## src/rtl/mem_port_arbiter_if.sv

```systemverilog
// Bundle of the CPU port, debug/loader port and unified memory port around mem_port_arbiter.
// The arbiter uses the slave view; requesters and the memory side use the master view.
interface mem_port_arbiter_if #(
   parameter int AW = 32,
   parameter int DW = 32
);
   logic          cpu_req;
   logic          cpu_we;
   logic [AW-1:0] cpu_addr;
   logic [DW-1:0] cpu_wdata;
   logic [DW-1:0] cpu_rdata;
   logic          cpu_ack;
   logic          cpu_stall;

   logic          dbg_req;
   logic          dbg_we;
   logic [AW-1:0] dbg_addr;
   logic [DW-1:0] dbg_wdata;
   logic [DW-1:0] dbg_rdata;
   logic          dbg_ack;

   logic          mem_en;
   logic          mem_we;
   logic [AW-1:0] mem_addr;
   logic [DW-1:0] mem_wdata;
   logic [DW-1:0] mem_rdata;

   modport slave (
      input  cpu_req, cpu_we, cpu_addr, cpu_wdata,
      output cpu_rdata, cpu_ack, cpu_stall,
      input  dbg_req, dbg_we, dbg_addr, dbg_wdata,
      output dbg_rdata, dbg_ack,
      output mem_en, mem_we, mem_addr, mem_wdata,
      input  mem_rdata
   );

   modport master (
      output cpu_req, cpu_we, cpu_addr, cpu_wdata,
      input  cpu_rdata, cpu_ack, cpu_stall,
      output dbg_req, dbg_we, dbg_addr, dbg_wdata,
      input  dbg_rdata, dbg_ack,
      input  mem_en, mem_we, mem_addr, mem_wdata,
      output mem_rdata
   );
endinterface

```

## src/rtl/mem_port_arbiter.sv

```systemverilog
// Shares the unified MIPS memory between the CPU port and the debug/loader port:
// latch the winner, issue one access, wait MEM_LAT cycles, ack the owner.
module mem_port_arbiter #(
   parameter int AW        = 32,
   parameter int DW        = 32,
   parameter int MEM_LAT   = 1,
   parameter int MAX_GRANT = 4
) (
   input logic              clk,
   input logic              reset,
   mem_port_arbiter_if.slave bus
);
   localparam int CW = $clog2(MAX_GRANT + 1);
   localparam int WW = (MEM_LAT > 1) ? $clog2(MEM_LAT) : 1;

   typedef enum logic [1:0] {S_IDLE, S_ISSUE, S_WAIT, S_DONE} state_t;

   state_t        r_state;
   state_t        w_next;
   logic          r_owner;
   logic          r_we;
   logic [AW-1:0] r_addr;
   logic [DW-1:0] r_wdata;
   logic [DW-1:0] r_cpu_rdata;
   logic [DW-1:0] r_dbg_rdata;
   logic [CW-1:0] r_cnt;
   logic [WW-1:0] r_wait;

   logic w_any;
   logic w_grant_dbg;
   logic w_wait_last;
   logic w_mem_en;
   logic w_mem_we;
   logic w_cpu_ack;
   logic w_dbg_ack;

   assign w_any       = bus.cpu_req | bus.dbg_req;
   // The CPU yields only after MAX_GRANT back-to-back wins against a waiting debug request.
   assign w_grant_dbg = bus.dbg_req & (~bus.cpu_req | (r_cnt == CW'(MAX_GRANT)));
   assign w_wait_last = (r_wait == WW'(MEM_LAT - 1));

   always_ff @(posedge clk or negedge reset) begin
      if (!reset) r_state <= S_IDLE;
      else        r_state <= w_next;
   end

   always_comb begin
      w_next    = r_state;
      w_mem_en  = 1'b0;
      w_mem_we  = 1'b0;
      w_cpu_ack = 1'b0;
      w_dbg_ack = 1'b0;
      case (r_state)
         S_IDLE:  if (w_any) w_next = S_ISSUE;
         S_ISSUE: begin
            w_mem_en = 1'b1;
            w_mem_we = r_we;
            w_next   = S_WAIT;
         end
         S_WAIT:  if (w_wait_last) w_next = S_DONE;
         S_DONE: begin
            w_cpu_ack = ~r_owner;
            w_dbg_ack = r_owner;
            w_next    = S_IDLE;
         end
         default: w_next = S_IDLE;
      endcase
   end

   always_ff @(posedge clk or negedge reset) begin
      if (!reset) begin
         r_owner     <= 1'b0;
         r_we        <= 1'b0;
         r_addr      <= '0;
         r_wdata     <= '0;
         r_cpu_rdata <= '0;
         r_dbg_rdata <= '0;
         r_cnt       <= '0;
         r_wait      <= '0;
      end else begin
         case (r_state)
            S_IDLE: begin
               if (w_any) begin
                  r_owner <= w_grant_dbg;
                  r_we    <= w_grant_dbg ? bus.dbg_we    : bus.cpu_we;
                  r_addr  <= w_grant_dbg ? bus.dbg_addr  : bus.cpu_addr;
                  r_wdata <= w_grant_dbg ? bus.dbg_wdata : bus.cpu_wdata;
                  if (w_grant_dbg || !bus.dbg_req) r_cnt <= '0;
                  else if (r_cnt != CW'(MAX_GRANT)) r_cnt <= r_cnt + 1'b1;
               end
            end
            S_ISSUE: r_wait <= '0;
            S_WAIT: begin
               r_wait <= r_wait + 1'b1;
               if (w_wait_last && !r_we) begin
                  if (r_owner) r_dbg_rdata <= bus.mem_rdata;
                  else         r_cpu_rdata <= bus.mem_rdata;
               end
            end
            default: ;
         endcase
      end
   end

   assign bus.mem_en    = w_mem_en;
   assign bus.mem_we    = w_mem_we;
   assign bus.mem_addr  = r_addr;
   assign bus.mem_wdata = r_wdata;
   assign bus.cpu_ack   = w_cpu_ack;
   assign bus.dbg_ack   = w_dbg_ack;
   assign bus.cpu_rdata = r_cpu_rdata;
   assign bus.dbg_rdata = r_dbg_rdata;
   assign bus.cpu_stall = bus.cpu_req & ~w_cpu_ack;
endmodule

```

## src/flat_wrapper.sv

```systemverilog
// flat-port wrapper written by rule: the top's interface ports become plain ports
module mem_port_arbiter_flat 
#(
   parameter int AW        = 32,
   parameter int DW        = 32,
   parameter int MEM_LAT   = 1,
   parameter int MAX_GRANT = 4
)
  (clk, reset, bus_cpu_req, bus_cpu_we, bus_cpu_addr, bus_cpu_wdata, bus_cpu_rdata, bus_cpu_ack, bus_cpu_stall, bus_dbg_req, bus_dbg_we, bus_dbg_addr, bus_dbg_wdata, bus_dbg_rdata, bus_dbg_ack, bus_mem_en, bus_mem_we, bus_mem_addr, bus_mem_wdata, bus_mem_rdata);
  mem_port_arbiter_if #(.AW(AW), .DW(DW)) bus_i ();
  input logic clk;
  input logic reset;
  input wire logic [$bits(bus_i.cpu_req)-1:0] bus_cpu_req;
  input wire logic [$bits(bus_i.cpu_we)-1:0] bus_cpu_we;
  input wire logic [$bits(bus_i.cpu_addr)-1:0] bus_cpu_addr;
  input wire logic [$bits(bus_i.cpu_wdata)-1:0] bus_cpu_wdata;
  output wire logic [$bits(bus_i.cpu_rdata)-1:0] bus_cpu_rdata;
  output wire logic [$bits(bus_i.cpu_ack)-1:0] bus_cpu_ack;
  output wire logic [$bits(bus_i.cpu_stall)-1:0] bus_cpu_stall;
  input wire logic [$bits(bus_i.dbg_req)-1:0] bus_dbg_req;
  input wire logic [$bits(bus_i.dbg_we)-1:0] bus_dbg_we;
  input wire logic [$bits(bus_i.dbg_addr)-1:0] bus_dbg_addr;
  input wire logic [$bits(bus_i.dbg_wdata)-1:0] bus_dbg_wdata;
  output wire logic [$bits(bus_i.dbg_rdata)-1:0] bus_dbg_rdata;
  output wire logic [$bits(bus_i.dbg_ack)-1:0] bus_dbg_ack;
  output wire logic [$bits(bus_i.mem_en)-1:0] bus_mem_en;
  output wire logic [$bits(bus_i.mem_we)-1:0] bus_mem_we;
  output wire logic [$bits(bus_i.mem_addr)-1:0] bus_mem_addr;
  output wire logic [$bits(bus_i.mem_wdata)-1:0] bus_mem_wdata;
  input wire logic [$bits(bus_i.mem_rdata)-1:0] bus_mem_rdata;
  assign bus_i.cpu_req = bus_cpu_req;
  assign bus_i.cpu_we = bus_cpu_we;
  assign bus_i.cpu_addr = bus_cpu_addr;
  assign bus_i.cpu_wdata = bus_cpu_wdata;
  assign bus_cpu_rdata = bus_i.cpu_rdata;
  assign bus_cpu_ack = bus_i.cpu_ack;
  assign bus_cpu_stall = bus_i.cpu_stall;
  assign bus_i.dbg_req = bus_dbg_req;
  assign bus_i.dbg_we = bus_dbg_we;
  assign bus_i.dbg_addr = bus_dbg_addr;
  assign bus_i.dbg_wdata = bus_dbg_wdata;
  assign bus_dbg_rdata = bus_i.dbg_rdata;
  assign bus_dbg_ack = bus_i.dbg_ack;
  assign bus_mem_en = bus_i.mem_en;
  assign bus_mem_we = bus_i.mem_we;
  assign bus_mem_addr = bus_i.mem_addr;
  assign bus_mem_wdata = bus_i.mem_wdata;
  assign bus_i.mem_rdata = bus_mem_rdata;
  mem_port_arbiter #(.AW(AW), .DW(DW), .MEM_LAT(MEM_LAT), .MAX_GRANT(MAX_GRANT)) u_core (.clk(clk), .reset(reset), .bus(bus_i));
endmodule
```

## config.mk

```make
export PLATFORM = sky130hd
export DESIGN_NAME = mem_port_arbiter_flat
export DESIGN_NICKNAME = d
export VERILOG_FILES = /design/src/rtl/mem_port_arbiter_if.sv /design/src/rtl/mem_port_arbiter.sv /design/src/flat_wrapper.sv
export SDC_FILE = /design/constraint.sdc
export NUM_CORES = 1
export LEC_CHECK = 0
export CAP_MARGIN = 40
export CORE_AREA = 8 8 133 135
export CTS_CLUSTER_DIAMETER = 60
export DETAILED_ROUTE_END_ITERATION = 16
export DIE_AREA = 0 0 141 143
export GPL_TIMING_DRIVEN = 1
export PLACE_DENSITY_LB_ADDON = 0.3
export SLEW_MARGIN = 10
export SYNTH_ARGS = -nofsm -noshare
export SYNTH_HDL_FRONTEND = slang
export SYNTH_SLANG_ARGS = --single-unit
export TNS_END_PERCENT = 10
```

## constraint.sdc

```tcl
create_clock -name clk -period 2.34 [get_ports clk]
set_input_delay 0.234 -clock clk [delete_from_list [all_inputs] [get_ports clk]]
set_output_delay 0.234 -clock clk [all_outputs]
set_load 0.01 [all_outputs]
```

==> results.cfg <==
[cells_and_area]
fillCellCount = 1194
num-nets-final = 1008
most_frequent_cells_in_the_layout = 296 x sky130_fd_sc_hd__clkdlybuf4s50_1, 136 x sky130_fd_sc_hd__dfrtp_1, 134 x sky130_fd_sc_hd__nand2_1
antenna_cells = 0
p_r_area_growth_vs_syn_pct = 60.2
layout-drive-gt1-share_pct = 18.4
layout.cells.most_common = sky130_fd_sc_hd__clkdlybuf4s50_1
post-route-util_pct = 64.5

[route]
drcViolationCount = 0
ant_nets = 0
detailedRoute.firstIterationViolations = 249
detail_route.wirelength_um = 21300
post_drt_wl_per_cell_um = 20.0
drt_pre_antenna_iters = 5
via_count = 5657
viasPerCell = 5.32

[sta]
final.min_clock_period_ns = 2.13
setup_viol_count_final = 0
finalWorstSetupSlack_ns = 0.209
finalCritPeriodShare_pct = 91.1
timing.clock.skew_ns = 0.00772
grt_setup_unrepaired = no
totalNegativeSetupSlack_ns = 0
final_report_hold_violation_count = 0
slew_headroom_pct = 53.3
finalMaxSlewViolations = 0
worst-slew-pin-transition_ns = 0.700
timing.fmax_mhz = 469

[placed_design]
numPortBuffers = 298
place_worst_setup_slack_ns = 0.385
globalplace.congestion = 0.834
place_hpwl_um = 15800

[critical_path]
worstPathMaxFanout = 4
r2r_setup_slack_ns = 0.48
critical_path.reg2reg.startpoint = u_core.r_cnt[0]$_DFFE_PN0P_
critPathKind = reg2out
worst-endpoint-required_ns = 2.11
timing.critical_path.to_type = primary output
critPathLaunchType = flop
rr_worst_depth = 6
r2r_end = u_core.bus.mem_addr[8]$_DFFE_PN0P_
critPathArrivalTime_ns = 1.90

[clock_tree]
clock_tree.root_cell = sky130_fd_sc_hd__clkbuf_16
post_cts_sizing = 0
worst_setup_hold_path_clk_slew_ns = 0.06
clkSinkCount = 136
tritoncts_clock_tree = done
clock_path_buffers = 2
cts_inserted_buffers = 17
htree_num_levels = 4
clkLatencyLatePin_ns = 0.41

[power_and_ir_drop]
vdd_drop_max_uv = 617
total_power_uw = 13100
pwr_density_cell_nw_per_um2 = 1300
leakage_uw = 0.00413

[yosys]
syn-cell-area_um2 = 6280
synth.ff_latch_count = 136
synthesized_net_count = 725
sequential_share_of_the_synthesized_area_pct = 54.2
synth_cell_type_count = 32
syn_avg_cell_area_um2 = 11.4
synth_warnings = 0
syn_inst = 552

[floorplan]
floorplan.core_area_um2 = 15600
floorplan.initialDensity_pct = 40.3
num_io_pins = 299
die_height_um = 143
placementRows = 46
floorplan.die_area_um2 = 20200
die-width_um = 141

[grt]
grt_first_pass_wirelength_um = 32800
globalRouteOverflowTotal = 0
gr-usage-all-layers_pct = 20.7
antenna_found_initial = 0
first_global_vias = 6113
pin_count_of_the_biggest_net_entering_global_routing = 66

[status]
outcome = completed

[hold_path]
min_path_type = in2async

[job]
timing.max_cap.violations = 0
[worst max-delay path: stages (launching register included)]
cell and delay (ns):
sky130_fd_sc_hd__dfrtp_1 0.42, sky130_fd_sc_hd__inv_1 0.13, sky130_fd_sc_hd__ha_1 0.23, sky130_fd_sc_hd__and2_1 0.15
sky130_fd_sc_hd__clkdlybuf4s50_1 0.56
[layer usage]
layer  share of wire [%]  vias up  track usage (%)
met1                  40     2772             24.2
met2                  49      289             34.2
li1                    -     2558                -
met5                   0        -                0
met3                 8.4       38             7.11
met4                 2.6        0             8.43
[registers in the layout, indices dropped and copies added (netlist names)]
name	count
u_core.bus.cpu_rdata	32
u_core.bus.dbg_rdata	32
u_core.bus.mem_addr	32
u_core.r_state	2
u_core.bus.mem_wdata	32
u_core.r_owner	1
u_core.r_we	1
u_core.r_wait	1
u_core.r_cnt	3
[synthesized netlist by cell type, drive strengths merged]
cell type / number / area share, %
and4bb: 1 / 0.20
and2: 3 / 0.34
a32o: 1 / 0.16
clkbuf: 25 / 1.5
dfrtp: 136 / 54
o21ai: 5 / 0.40
buf: 26 / 2.7
inv: 6 / 0.36
a21bo: 1 / 0.16
mux2: 65 / 12
a22oi: 1 / 0.12
ha: 7 / 1.4
nor2: 1 / 0.060
a22o: 1 / 0.14
nand2b: 1 / 0.10
o211ai: 65 / 11
nand2: 134 / 8.0
nand4: 66 / 6.6
nor4b: 1 / 0.38
nand3: 1 / 0.080
o21a: 1 / 0.12
o22ai: 1 / 0.10
o22a: 1 / 0.14
nor2b: 2 / 0.20
[how the worst max path moves through the flow]
stage | from | endpoint | depth (start not counted)
floorplan | u_core.r_state[0]$_DFFE_PN0P_ | u_core.bus.cpu_rdata[11]$_DFFE_PN0P_ | 5
global placement | bus_cpu_req | u_core.bus.mem_addr[6]$_DFFE_PN0P_ | 4
detailed placement | bus_cpu_req | u_core.bus.mem_addr[8]$_DFFE_PN0P_ | 5
CTS | u_core.r_state[1]$_DFFE_PN0P_ | bus_mem_we | 4
global route | u_core.r_state[1]$_DFFE_PN0P_ | bus_cpu_stall | 4
finish | u_core.r_state[1]$_DFFE_PN0P_ | bus_mem_we | 4
[stage by stage]
stage               hold WS (ns)  area (µm²)  instances
finish                     0.363       10100       1064
global placement           0.234        9460       1030
detailed placement         0.239        9480       1031
global route               0.372       10100       1064
CTS                        0.340       10100       1064
floorplan                -0.0616        6280        552
[repair_timing]
item                                   in CTS  in global routing
setup buffers                               0                  0
hold buffers                                1                  0
setup endpoints to repair                   0                  0
endpoints found under the hold margin      55                  0
[where the power goes]
part	internal [µW]	total (µW)	leakage (µW)	switching, µW
Combinational	3470	6310	0.00220	2840
Clock	1580	2600	0.000267	1020
Sequential	3530	4220	0.00166	690
Total	8580	13100	0.00413	4550
[kinds of logic after synthesis]
logic type	count (synthesis)	share of synthesized area (%)
mux	65	11.6
buf+inv	57	4.60
flops	136	54.2
fa+ha+maj	7	1.39
simple gates	210	15.9
compound gates	77	12.3
[area by class of cell]
class	instances	area [µm²]	area share (%)
tap	216	270	2.68
inverter	6	22.5	0.224
clock buffer	19	433	4.30
multi-input combinational	359	2610	25.9
timing repair buffer	315	3180	31.6
clock inverter	13	146	1.45
sequential	136	3400	33.8
Note: power is estimated with default switching activity, not from simulation.
